--- config.mk ---
export PLATFORM = sky130hd
export DESIGN_NAME = id_ex_pipe
export DESIGN_NICKNAME = d
export VERILOG_FILES = /design/src/rtl/cpu_pkg.sv /design/src/rtl/hazard_detect.sv /design/src/rtl/id_ex_pipe.sv
export SDC_FILE = /design/constraint.sdc
export NUM_CORES = 1
export LEC_CHECK = 0
export ABC_AREA = 1
export BUFFER_PORTS_ARGS = -buffer_cell sky130_fd_sc_hd__buf_2
export CAP_MARGIN = 30
export CORE_MARGIN = 3
export CORE_UTILIZATION = 48
export DETAILED_ROUTE_END_ITERATION = 8
export PLACE_DENSITY = 0.89
export SLEW_MARGIN = 30
export SYNTH_ARGS = -nofsm -noshare
export SYNTH_HDL_FRONTEND = slang
export SYNTH_SLANG_ARGS = --single-unit
--- constraint.sdc ---
create_clock -name clk_i -period 2.05 [get_ports clk_i]
set_clock_uncertainty 0.2 [all_clocks]
set_input_delay 0.5125 -clock clk_i [delete_from_list [all_inputs] [get_ports clk_i]]
set_output_delay 0.5125 -clock clk_i [all_outputs]
set_load 0.1 [all_outputs]
--- src/rtl/cpu_pkg.sv ---
// Shared CPU definitions used by the ID, EX and MEM stages.
//   REG_AW / DATA_W : default register index and datapath widths
//   ALU_*           : 3-bit ALU operation encodings
//   ctrl_t          : packed decoded control carried down the pipeline
package cpu_pkg;

    localparam int unsigned REG_AW = 5;
    localparam int unsigned DATA_W = 32;

    localparam logic [2:0] ALU_ADD = 3'd0;
    localparam logic [2:0] ALU_SUB = 3'd1;
    localparam logic [2:0] ALU_AND = 3'd2;
    localparam logic [2:0] ALU_OR  = 3'd3;
    localparam logic [2:0] ALU_XOR = 3'd4;
    localparam logic [2:0] ALU_SLT = 3'd5;
    localparam logic [2:0] ALU_NOR = 3'd6;
    localparam logic [2:0] ALU_SLL = 3'd7;

    typedef struct packed {
        logic       reg_write;
        logic       mem_read;
        logic       mem_write;
        logic       mem_to_reg;
        logic       alu_src;
        logic [2:0] alu_op;
    } ctrl_t;

endpackage

--- src/rtl/hazard_detect.sv ---
// Load-use hazard detection, purely combinational.
//   ex_valid_i, ex_mem_read_i, ex_rd_i : state of the instruction currently in EX
//   id_valid_i, id_rs_i, id_rt_i       : instruction currently in ID
//   id_uses_rt_i                       : ID instruction actually reads rt
//   hazard_o                           : ID consumes the result of a load still in EX
module hazard_detect #(
    parameter int unsigned REG_AW = 5
) (
    input  logic              ex_valid_i,
    input  logic              ex_mem_read_i,
    input  logic [REG_AW-1:0] ex_rd_i,
    input  logic              id_valid_i,
    input  logic [REG_AW-1:0] id_rs_i,
    input  logic [REG_AW-1:0] id_rt_i,
    input  logic              id_uses_rt_i,
    output logic              hazard_o
);

    logic rd_nonzero;
    logic src_match;

    always_comb begin
        rd_nonzero = (ex_rd_i != '0);
        src_match  = (ex_rd_i == id_rs_i) | (id_uses_rt_i & (ex_rd_i == id_rt_i));
        hazard_o   = ex_valid_i & ex_mem_read_i & rd_nonzero & id_valid_i & src_match;
    end

endmodule

--- src/rtl/id_ex_pipe.sv ---
// ID/EX pipeline register with write-back bypass, load-use bubble insertion,
// downstream stall, branch flush and a saturating bubble counter.
//   clk_i, rst_i            : clock, synchronous active-high reset
//   stall_i, flush_i        : hold all EX state / turn next EX entry into a bubble
//   id_*_i                  : decoded instruction, register file read data, immediate
//   wb_*_i                  : write-back port, bypassed into the operands
//   ex_*_o                  : registered EX-stage instruction
//   hazard_o                : combinational load-use stall request to PC and IF/ID
//   bubble_cnt_o            : saturating count of inserted load-use bubbles
module id_ex_pipe
    import cpu_pkg::ctrl_t;
#(
    parameter int unsigned DATA_W = 32,
    parameter int unsigned REG_AW = 5,
    parameter int unsigned CNT_W  = 16
) (
    input  logic              clk_i,
    input  logic              rst_i,
    input  logic              stall_i,
    input  logic              flush_i,
    input  logic              id_valid_i,
    input  logic [REG_AW-1:0] id_rs_i,
    input  logic [REG_AW-1:0] id_rt_i,
    input  logic [REG_AW-1:0] id_rd_i,
    input  logic              id_uses_rt_i,
    input  logic [DATA_W-1:0] id_rs_data_i,
    input  logic [DATA_W-1:0] id_rt_data_i,
    input  logic [DATA_W-1:0] id_imm_i,
    input  logic              id_reg_write_i,
    input  logic              id_mem_read_i,
    input  logic              id_mem_write_i,
    input  logic              id_mem_to_reg_i,
    input  logic              id_alu_src_i,
    input  logic [2:0]        id_alu_op_i,
    input  logic              wb_reg_write_i,
    input  logic [REG_AW-1:0] wb_rd_i,
    input  logic [DATA_W-1:0] wb_data_i,
    output logic              ex_valid_o,
    output logic [REG_AW-1:0] ex_rs_o,
    output logic [REG_AW-1:0] ex_rt_o,
    output logic [REG_AW-1:0] ex_rd_o,
    output logic [DATA_W-1:0] ex_rs_data_o,
    output logic [DATA_W-1:0] ex_rt_data_o,
    output logic [DATA_W-1:0] ex_imm_o,
    output logic              ex_reg_write_o,
    output logic              ex_mem_read_o,
    output logic              ex_mem_write_o,
    output logic              ex_mem_to_reg_o,
    output logic              ex_alu_src_o,
    output logic [2:0]        ex_alu_op_o,
    output logic              hazard_o,
    output logic [CNT_W-1:0]  bubble_cnt_o
);

    // The register file returns the old value on a same-edge write, so the
    // write-back result is forwarded here. r0 may hold X and is never forwarded.
    function automatic logic [DATA_W-1:0] bypass(
        input logic [REG_AW-1:0] idx,
        input logic [DATA_W-1:0] rf_data,
        input logic              wb_we,
        input logic [REG_AW-1:0] wb_rd,
        input logic [DATA_W-1:0] wb_data
    );
        if (idx == '0) begin
            return '0;
        end else if (wb_we && (wb_rd == idx)) begin
            return wb_data;
        end
        return rf_data;
    endfunction

    ctrl_t             id_ctrl;
    ctrl_t             ctrl_d, ctrl_q;
    logic              valid_d, valid_q;
    logic [REG_AW-1:0] rs_d, rs_q, rt_d, rt_q, rd_d, rd_q;
    logic [DATA_W-1:0] rs_data_d, rs_data_q, rt_data_d, rt_data_q, imm_d, imm_q;
    logic [CNT_W-1:0]  cnt_d, cnt_q;
    logic              hazard;

    hazard_detect #(
        .REG_AW (REG_AW)
    ) u_hazard_detect (
        .ex_valid_i    (valid_q),
        .ex_mem_read_i (ctrl_q.mem_read),
        .ex_rd_i       (rd_q),
        .id_valid_i    (id_valid_i),
        .id_rs_i       (id_rs_i),
        .id_rt_i       (id_rt_i),
        .id_uses_rt_i  (id_uses_rt_i),
        .hazard_o      (hazard)
    );

    always_comb begin
        id_ctrl = '{reg_write:  id_reg_write_i,
                    mem_read:   id_mem_read_i,
                    mem_write:  id_mem_write_i,
                    mem_to_reg: id_mem_to_reg_i,
                    alu_src:    id_alu_src_i,
                    alu_op:     id_alu_op_i};

        valid_d   = valid_q;
        ctrl_d    = ctrl_q;
        rs_d      = rs_q;
        rt_d      = rt_q;
        rd_d      = rd_q;
        rs_data_d = rs_data_q;
        rt_data_d = rt_data_q;
        imm_d     = imm_q;
        cnt_d     = cnt_q;

        if (stall_i) begin
            // hold everything
        end else if (flush_i || hazard) begin
            valid_d = 1'b0;
            ctrl_d  = '0;
            // A bubble coinciding with a flush is accounted as the flush.
            if (!flush_i && (cnt_q != '1)) begin
                cnt_d = cnt_q + 1'b1;
            end
        end else begin
            valid_d   = id_valid_i;
            ctrl_d    = id_valid_i ? id_ctrl : '0;
            rs_d      = id_rs_i;
            rt_d      = id_rt_i;
            rd_d      = id_rd_i;
            rs_data_d = bypass(id_rs_i, id_rs_data_i, wb_reg_write_i, wb_rd_i, wb_data_i);
            rt_data_d = bypass(id_rt_i, id_rt_data_i, wb_reg_write_i, wb_rd_i, wb_data_i);
            imm_d     = id_imm_i;
        end
    end

    always_ff @(posedge clk_i) begin
        if (rst_i) begin
            valid_q   <= 1'b0;
            ctrl_q    <= '0;
            rs_q      <= '0;
            rt_q      <= '0;
            rd_q      <= '0;
            rs_data_q <= '0;
            rt_data_q <= '0;
            imm_q     <= '0;
            cnt_q     <= '0;
        end else begin
            valid_q   <= valid_d;
            ctrl_q    <= ctrl_d;
            rs_q      <= rs_d;
            rt_q      <= rt_d;
            rd_q      <= rd_d;
            rs_data_q <= rs_data_d;
            rt_data_q <= rt_data_d;
            imm_q     <= imm_d;
            cnt_q     <= cnt_d;
        end
    end

    always_comb begin
        ex_valid_o      = valid_q;
        ex_rs_o         = rs_q;
        ex_rt_o         = rt_q;
        ex_rd_o         = rd_q;
        ex_rs_data_o    = rs_data_q;
        ex_rt_data_o    = rt_data_q;
        ex_imm_o        = imm_q;
        ex_reg_write_o  = ctrl_q.reg_write;
        ex_mem_read_o   = ctrl_q.mem_read;
        ex_mem_write_o  = ctrl_q.mem_write;
        ex_mem_to_reg_o = ctrl_q.mem_to_reg;
        ex_alu_src_o    = ctrl_q.alu_src;
        ex_alu_op_o     = ctrl_q.alu_op;
        hazard_o        = hazard;
        bubble_cnt_o    = cnt_q;
    end

endmodule

# ---- Word level (Yosys, flattened, before mapping)
# Index checks and enable logic that the tools add are counted.
dict set report classes {
  add_sub_neg 1
  n_mul 0
  div 0
  order_cmp 0
  n_eq_ne 5
  shift 0
  n_mux 17
  bitwise_logic 8
  n_reduce_logical 10
}
# op count
set op_table {}
lappend op_table {{$mux 32} 6}
lappend op_table {{$eq 5x5->1} 4}
lappend op_table {{$add 16x1->16 const B} 1}
lappend op_table {{$mux 8} 2}
lappend op_table {{$ne 16x16->1 const B} 1}
lappend op_table {{$logic_not 5->1} 2}
lappend op_table {{$mux 1} 9}
lappend op_table {{$and 1x1->1} 5}
lappend op_table {{$reduce_bool 5->1} 1}
lappend op_table {{$logic_and 1x1->1} 3}
lappend op_table {{$reduce_and 3->1} 1}
lappend op_table {{$not 1->1} 2}
lappend op_table {{$reduce_and 2->1} 1}
lappend op_table {{$logic_not 1->1} 1}
lappend op_table {{$logic_or 1x1->1} 1}
lappend op_table {{$or 1x1->1} 1}
dict set report totals {
  reg_bits 136
  latch_bits 0
  ramBits 0
  romBits 0
  input_bits 163
  output_inout_bits 137
  elab_cells 55
  n_memories 0
}

# ---- Longest topological paths before layout
dict set report logic_depth {
  depth_word 8
  ltp_mapped 13
  ltp_nobuf 12
}

# ---- Modules after synthesis
# Synthesis repeated with hierarchy kept, for this count alone.
dict set report unflattened {
  cells_unflattened 1014
  hier_area_um2 6707.7
}
# module instances cells_each area_each_um2 seq_area_each_um2
set by_module_without_submodules {}
lappend by_module_without_submodules {id_ex_pipe 1 961 6486.2 2722.6}
lappend by_module_without_submodules {hazard_detect 1 53 221.5 0.0}

# ---- Worst setup path after synthesis
# OpenSTA, ideal clock, no wires.
dict set report synth_path {
  path_kind {flip-flop to output port}
  startpoint {register rd_q[3] (netlist: ex_rd_o[3])}
  endpoint {output port hazard_o}
  arrival_ns 2.169
  t_required_ns 1.337
  slack_ns -0.831
  stages_incl_launch_ff 9
  path_buffers 0
  cell_sequence {dfxtp_1 inv_1 nand2_1 nand2_1 nor2_1 nand3_1 nand2_1 nand2_1 inv_1}
}
dict set report synth_via {
  elab_chain_cells 4
  word_cells_on_any_way 8
  classes_between {eq/ne: 2; bitwise: 5; reduce/logical: 1}
}
# item line
set synth_lines {}
lappend synth_lines {{from (decl)} id_ex_pipe.sv:75} ;# logic [REG_AW-1:0] rs_d, rs_q, rt_d, rt_q, rd_d, rd_q;
lappend synth_lines {{from (signal assigned)} id_ex_pipe.sv:148} ;# rd_q <= rd_d;
lappend synth_lines {{$eq 5x5->1 or $reduce_bool 5->1 (tied branches)} {hazard_detect.sv:24, hazard_detect.sv:23}}
lappend synth_lines {{$and 1x1->1 (on tied branches)} {hazard_detect.sv:24, hazard_detect.sv:25}}
lappend synth_lines {{$or 1x1->1 or $and 1x1->1 (tied branches)} {hazard_detect.sv:24, hazard_detect.sv:25}}
lappend synth_lines {{$and 1x1->1 *} hazard_detect.sv:25} ;# hazard_o = ex_valid_i & ex_mem_read_i & rd_nonzero & id_valid_i & src_match;
lappend synth_lines {{to (decl)} id_ex_pipe.sv:51} ;# output logic hazard_o,
# Mark *: on every way between the ends. The rest lies on a longest branch, timed or not.

# ---- Worst setup path after layout
dict set report layout_path {
  startpoint {register rd_q[1] (netlist: ex_rd_o[1])}
  endpoint {output port hazard_o}
}
# The elaborated chain is that of the path after synthesis.

==> impl.org <==
** Outcome
- Run status :: finished with violations
- Violated checks :: setup timing

** Timing
- Final setup violation count :: 129
- Transition time at the pin with the least slew margin :: 547 ps
- Sum of negative setup slack :: -17820 ps
- Clock period minus final worst setup slack :: 2290 ps
- In the finished design, the share of the clock period the worst path needs comes to 1.12.
- Max-slew violation count :: 0
- Setup repair after global routing could not meet its margin everywhere.
- Remaining max-slew budget at the tightest pin :: 0.638
- The final number of hold-violating endpoints was 0.
- Timing would allow up to 436 MHz.
- Worst Slack Setup Final :: -244 ps

** Worst setup path
- In this run the register-to-register setup slack is -220 ps.
- The endpoint identified for the worst register-to-register timing path is ex_imm_o[19]$_SDFFE_PP0P_.
- STA classifies the critical path startpoint as a register.
- CP max stage cell :: dfxtp_4
- Peak per-stage delay on the critical path :: 380 ps
- For the worst setup path, the data arrival time is 1580 ps.
- Of all nets on the critical path, the largest fanout is 6.
- Counting stages on the worst path, the most repeated cell is nand2_1.
- Path depth of the worst reg2reg path :: 15
- Worst setup path class :: register to primary output
- Launching point of the worst reg2reg path :: ex_rd_o[1]$_SDFFE_PP0P_
- Ordered list of cells on the worst path :: inv_2 -> nand2_1 -> nand2_1 -> nor2_2 -> nand3_1 -> nand2_2 -> nand2_4 -> clkinvlp_4 -> buf_12
- Data on the critical path is required at its endpoint by 1340 ps.
- STA classifies the critical path endpoint as a primary output.

** GRT
- Initial antenna violation count :: 4
- Combined global-route utilization of all metal layers :: 0.287
- Entering global routing, the biggest net connects 79 pins.
- Via count of the first global-routing pass :: 7549
- Leftover overflow at the end of global routing :: 0
- Wire length of the first global-routing pass :: 36.6 mm

** Yosys
- Total of warnings raised by yosys :: 0
- After synthesis the netlist holds a flip-flop and latch count of 136.
- Post-synth top cells :: 412 x nand2_1, 144 x nand3_1, 136 x dfxtp_1
- Library cell with the highest instance count after synthesis :: nand2_1
- After synthesis, the cell types taking the most area are dfxtp_1 41%, nand2_1 23%, nand3_1 11%, a21oi_1 8.1%, nor2_1 4.4%.
- In this run, synthesis inferred 0 flip-flops with an integrated enable.
- Count of different cell masters after synthesis :: 23
- Post-synth design cell area :: 6710 sq um
- Mean Syn Cell Area :: 6.30 sq um
- Gate Count Post-Synth :: 1066
- The number of nets handed over by synthesis was 1230.
- Of the synthesized area, sequential elements account for 0.406.
- Proportion of synthesized flip-flops having asynchronous set or reset :: 0
- Share of Yosys cell area claimed by the top area cell type :: 0.406
- Synth Flop Type :: dfxtp_1
- Post-synth top area cell :: dfxtp_1

** Clocking
- Num CTS Buffers :: 17
- Counting every sink on the clock net gives 136.
- After clock tree synthesis, the clock-pin slew on the worst setup and hold paths is 60 ps.
- Clock buffer depth :: 2
- TritonCTS built the clock tree.
- CTS placed an instance of clkbuf_16 at the clock tree root.
- Clock insertion delay at the later pin of the skew report :: 420 ps
- H-tree levels :: 4

** Power and ir drop
- Int Power :: 0.00568 W
- VDD sags by at most 838 uV.
- Summed over all nets, the switching power comes to 0.00282 W.
- Combinational power share :: 0.253
- Of the total power, registers draw 0.333.
- Tot Pwr :: 0.00850 W
- The analysis attributes to cell leakage a power of 5.54 nW.
- For this design the ratio of total power to cell area is 782 nW/um^2.
- Portion of total power attributed to the clock network :: 0.414
- Switching share of power :: 0.332

** Die
- The floorplan step defined a die boundary enclosing 15400 sq um.
- Core region area :: 13500 sq um
- Vert. Die Dim :: 124 um
- Starting density of the core :: 0.499
- Die X :: 124 um
- # IOs :: 300
- Row generation in the floorplan step produced 42 rows.

** Finish
- Final #Nets :: 1562
- From synthesis to final layout, the design area changed by 61.8%.
- In the final layout, the share of cells above drive strength 1 is 0.427.
- The filler cells instantiated in the layout total 865.
- Leaving out filler cells and counting taps, the final layout contains 1590.
- In the final layout, flip-flops and latches occupy 2760 sq um.
- Summing all multi-input logic gate instances after layout gives 4020 sq um.

** Routing
- Per-cell routed wire length :: 18.6 um
- Number of remaining DRC errors :: 0
- Detail-routed via count per cell :: 5.59
- Routed Wire Length :: 29.6 mm
- Before antenna repair, the detailed router went through 6 iterations.
- The first routing iteration left 837 violations.
- Vias after detailed routing :: 8894
- Post-route antenna net violation count :: 0

** Min path
- The worst hold path begins at id_imm_i[17].
- The worst hold path passes through 3 cells.
- Min-Delay Path Class :: input pin to register
- For hold timing, the worst endpoint is ex_imm_o[17]$_SDFFE_PP0P_.

** Placed design
- DPL Wire Length :: 17.0 mm
- After detailed placement, the design holds a cell count of 1508.
- Count of input and output buffers :: 299
- Placer congestion estimate :: 0.974
- Setup WS pre-CTS :: -269 ps

** Run
- # Max-Cap Violations :: 0
[critical path: cells and delay by family, from the launching register on]
family / cells / cell delay (ps)
buf+inv: 3 / 280
simple gates: 6 / 510
flops: 1 / 380
[cell usage in the layout (no fill, tap or decap), types with 3 or more instances in the layout]
master and count:
nand2_1 300, buf_2 295, nand3_1 132, dfxtp_1 113
a21oi_1 85, nor2_1 74, nand2_2 71, inv_1 67
nand2_4 40, clkbuf_16 38, buf_4 28, a21oi_2 24
nand4_1 20, dfxtp_2 18, buf_12 17, buf_6 11
nand3_2 10, inv_2 9, buf_8 9, o21ai_0 5
dfxtp_4 5, nor2_2 4, bufinv_16 4, clkbuf_8 4
diode_2 3, nand3_4 3, xor2_1 3, nor3_1 3
[what timing repair did]
| item | CTS | global route |
|---|---|---|
| resized for setup | 5 | 247 |
| pin swaps | 5 | 62 |
| setup endpoints to repair | 3 | 129 |
| hold buffers | 0 | 0 |
| setup buffers | 1 | 15 |
| gates cloned | 0 | 32 |
[sequential cells by signal, summed over array words and instances (netlist names)]
name / count
ex_imm_o: 32
ex_rs_data_o: 32
ex_rt_data_o: 32
bubble_cnt_o: 16
ex_rd_o: 5
ex_rs_o: 5
ex_rt_o: 5
ex_alu_op_o: 3
ex_alu_src_o: 1
ex_mem_read_o: 1
ex_mem_to_reg_o: 1
ex_mem_write_o: 1
ex_reg_write_o: 1
ex_valid_o: 1
[worst max-delay path by stage]
stage                       startpoint                  endpoint  slack (ps)  cells after the start
3_5_place_dp                id_rs_i[0]  ex_imm_o[4]$_SDFFE_PP0P_        -270                     13
4_1_cts        ex_rd_o[0]$_SDFFE_PP0P_                  hazard_o        -250                      9
3_3_place_gp                id_rs_i[0]                  hazard_o        -250                     10
6_report       ex_rd_o[1]$_SDFFE_PP0P_                  hazard_o        -240                      9
2_1_floorplan  ex_rd_o[0]$_SDFFE_PP0P_                  hazard_o         -70                      7
5_1_grt        ex_rd_o[3]$_SDFFE_PP0P_                  hazard_o        -330                      9
[metal layers]
layer	vias up	wire (um)	GRT usage
met4	2	1630	0.124
li1	4064	-	-
met1	4048	10600	0.321
met2	626	14000	0.492
met5	-	13	0
met3	154	3340	0.103
[final cells by class]
type / instances / area share
clock inverters: 9 / 0.0143
repair buffers: 383 / 0.261
inverters: 79 / 0.0288
multi-input cells: 780 / 0.370
flip-flops and latches: 136 / 0.254
clock buffers: 23 / 0.0488
well taps: 176 / 0.0203
diodes: 3 / 0.000691
repair inverters: 1 / 0.00150
[metrics by stage]
step | hold WS (ps) | cell area, sq um | utilization
final | 139 | 10900 | 0.807
after global routing | 128 | 10900 | 0.807
after CTS | 129 | 9260 | 0.688
after detailed placement | 252 | 8550 | 0.636
after global placement | 247 | 8550 | 0.636
after floorplan | 430 | 6760 | -
[power groups by stage]
stage                     Clock (W)  Combinational, W  Sequential, W
after floorplan                   0          0.000458        0.00370
after global placement            0           0.00172        0.00287
after detailed placement          0           0.00173        0.00288
after CTS                   0.00352           0.00174        0.00282
after global routing        0.00363           0.00224        0.00284
final                       0.00352           0.00215        0.00283
[kinds of logic (layout without fill, tap and decap cells)]
kind of cell	count (synthesis)	count (layout)	share of synthesized area
and+or+nand+nor	660	660	0.406
adders and majority gates	1	1	0.00186
xor gates and xnor gates	4	4	0.00522
AOI/OAI and AO/OA	115	115	0.0857
DFF	136	136	0.406
other	0	3	0
buffers and inverters	150	495	0.0958
(Power assumes the default switching activity.)
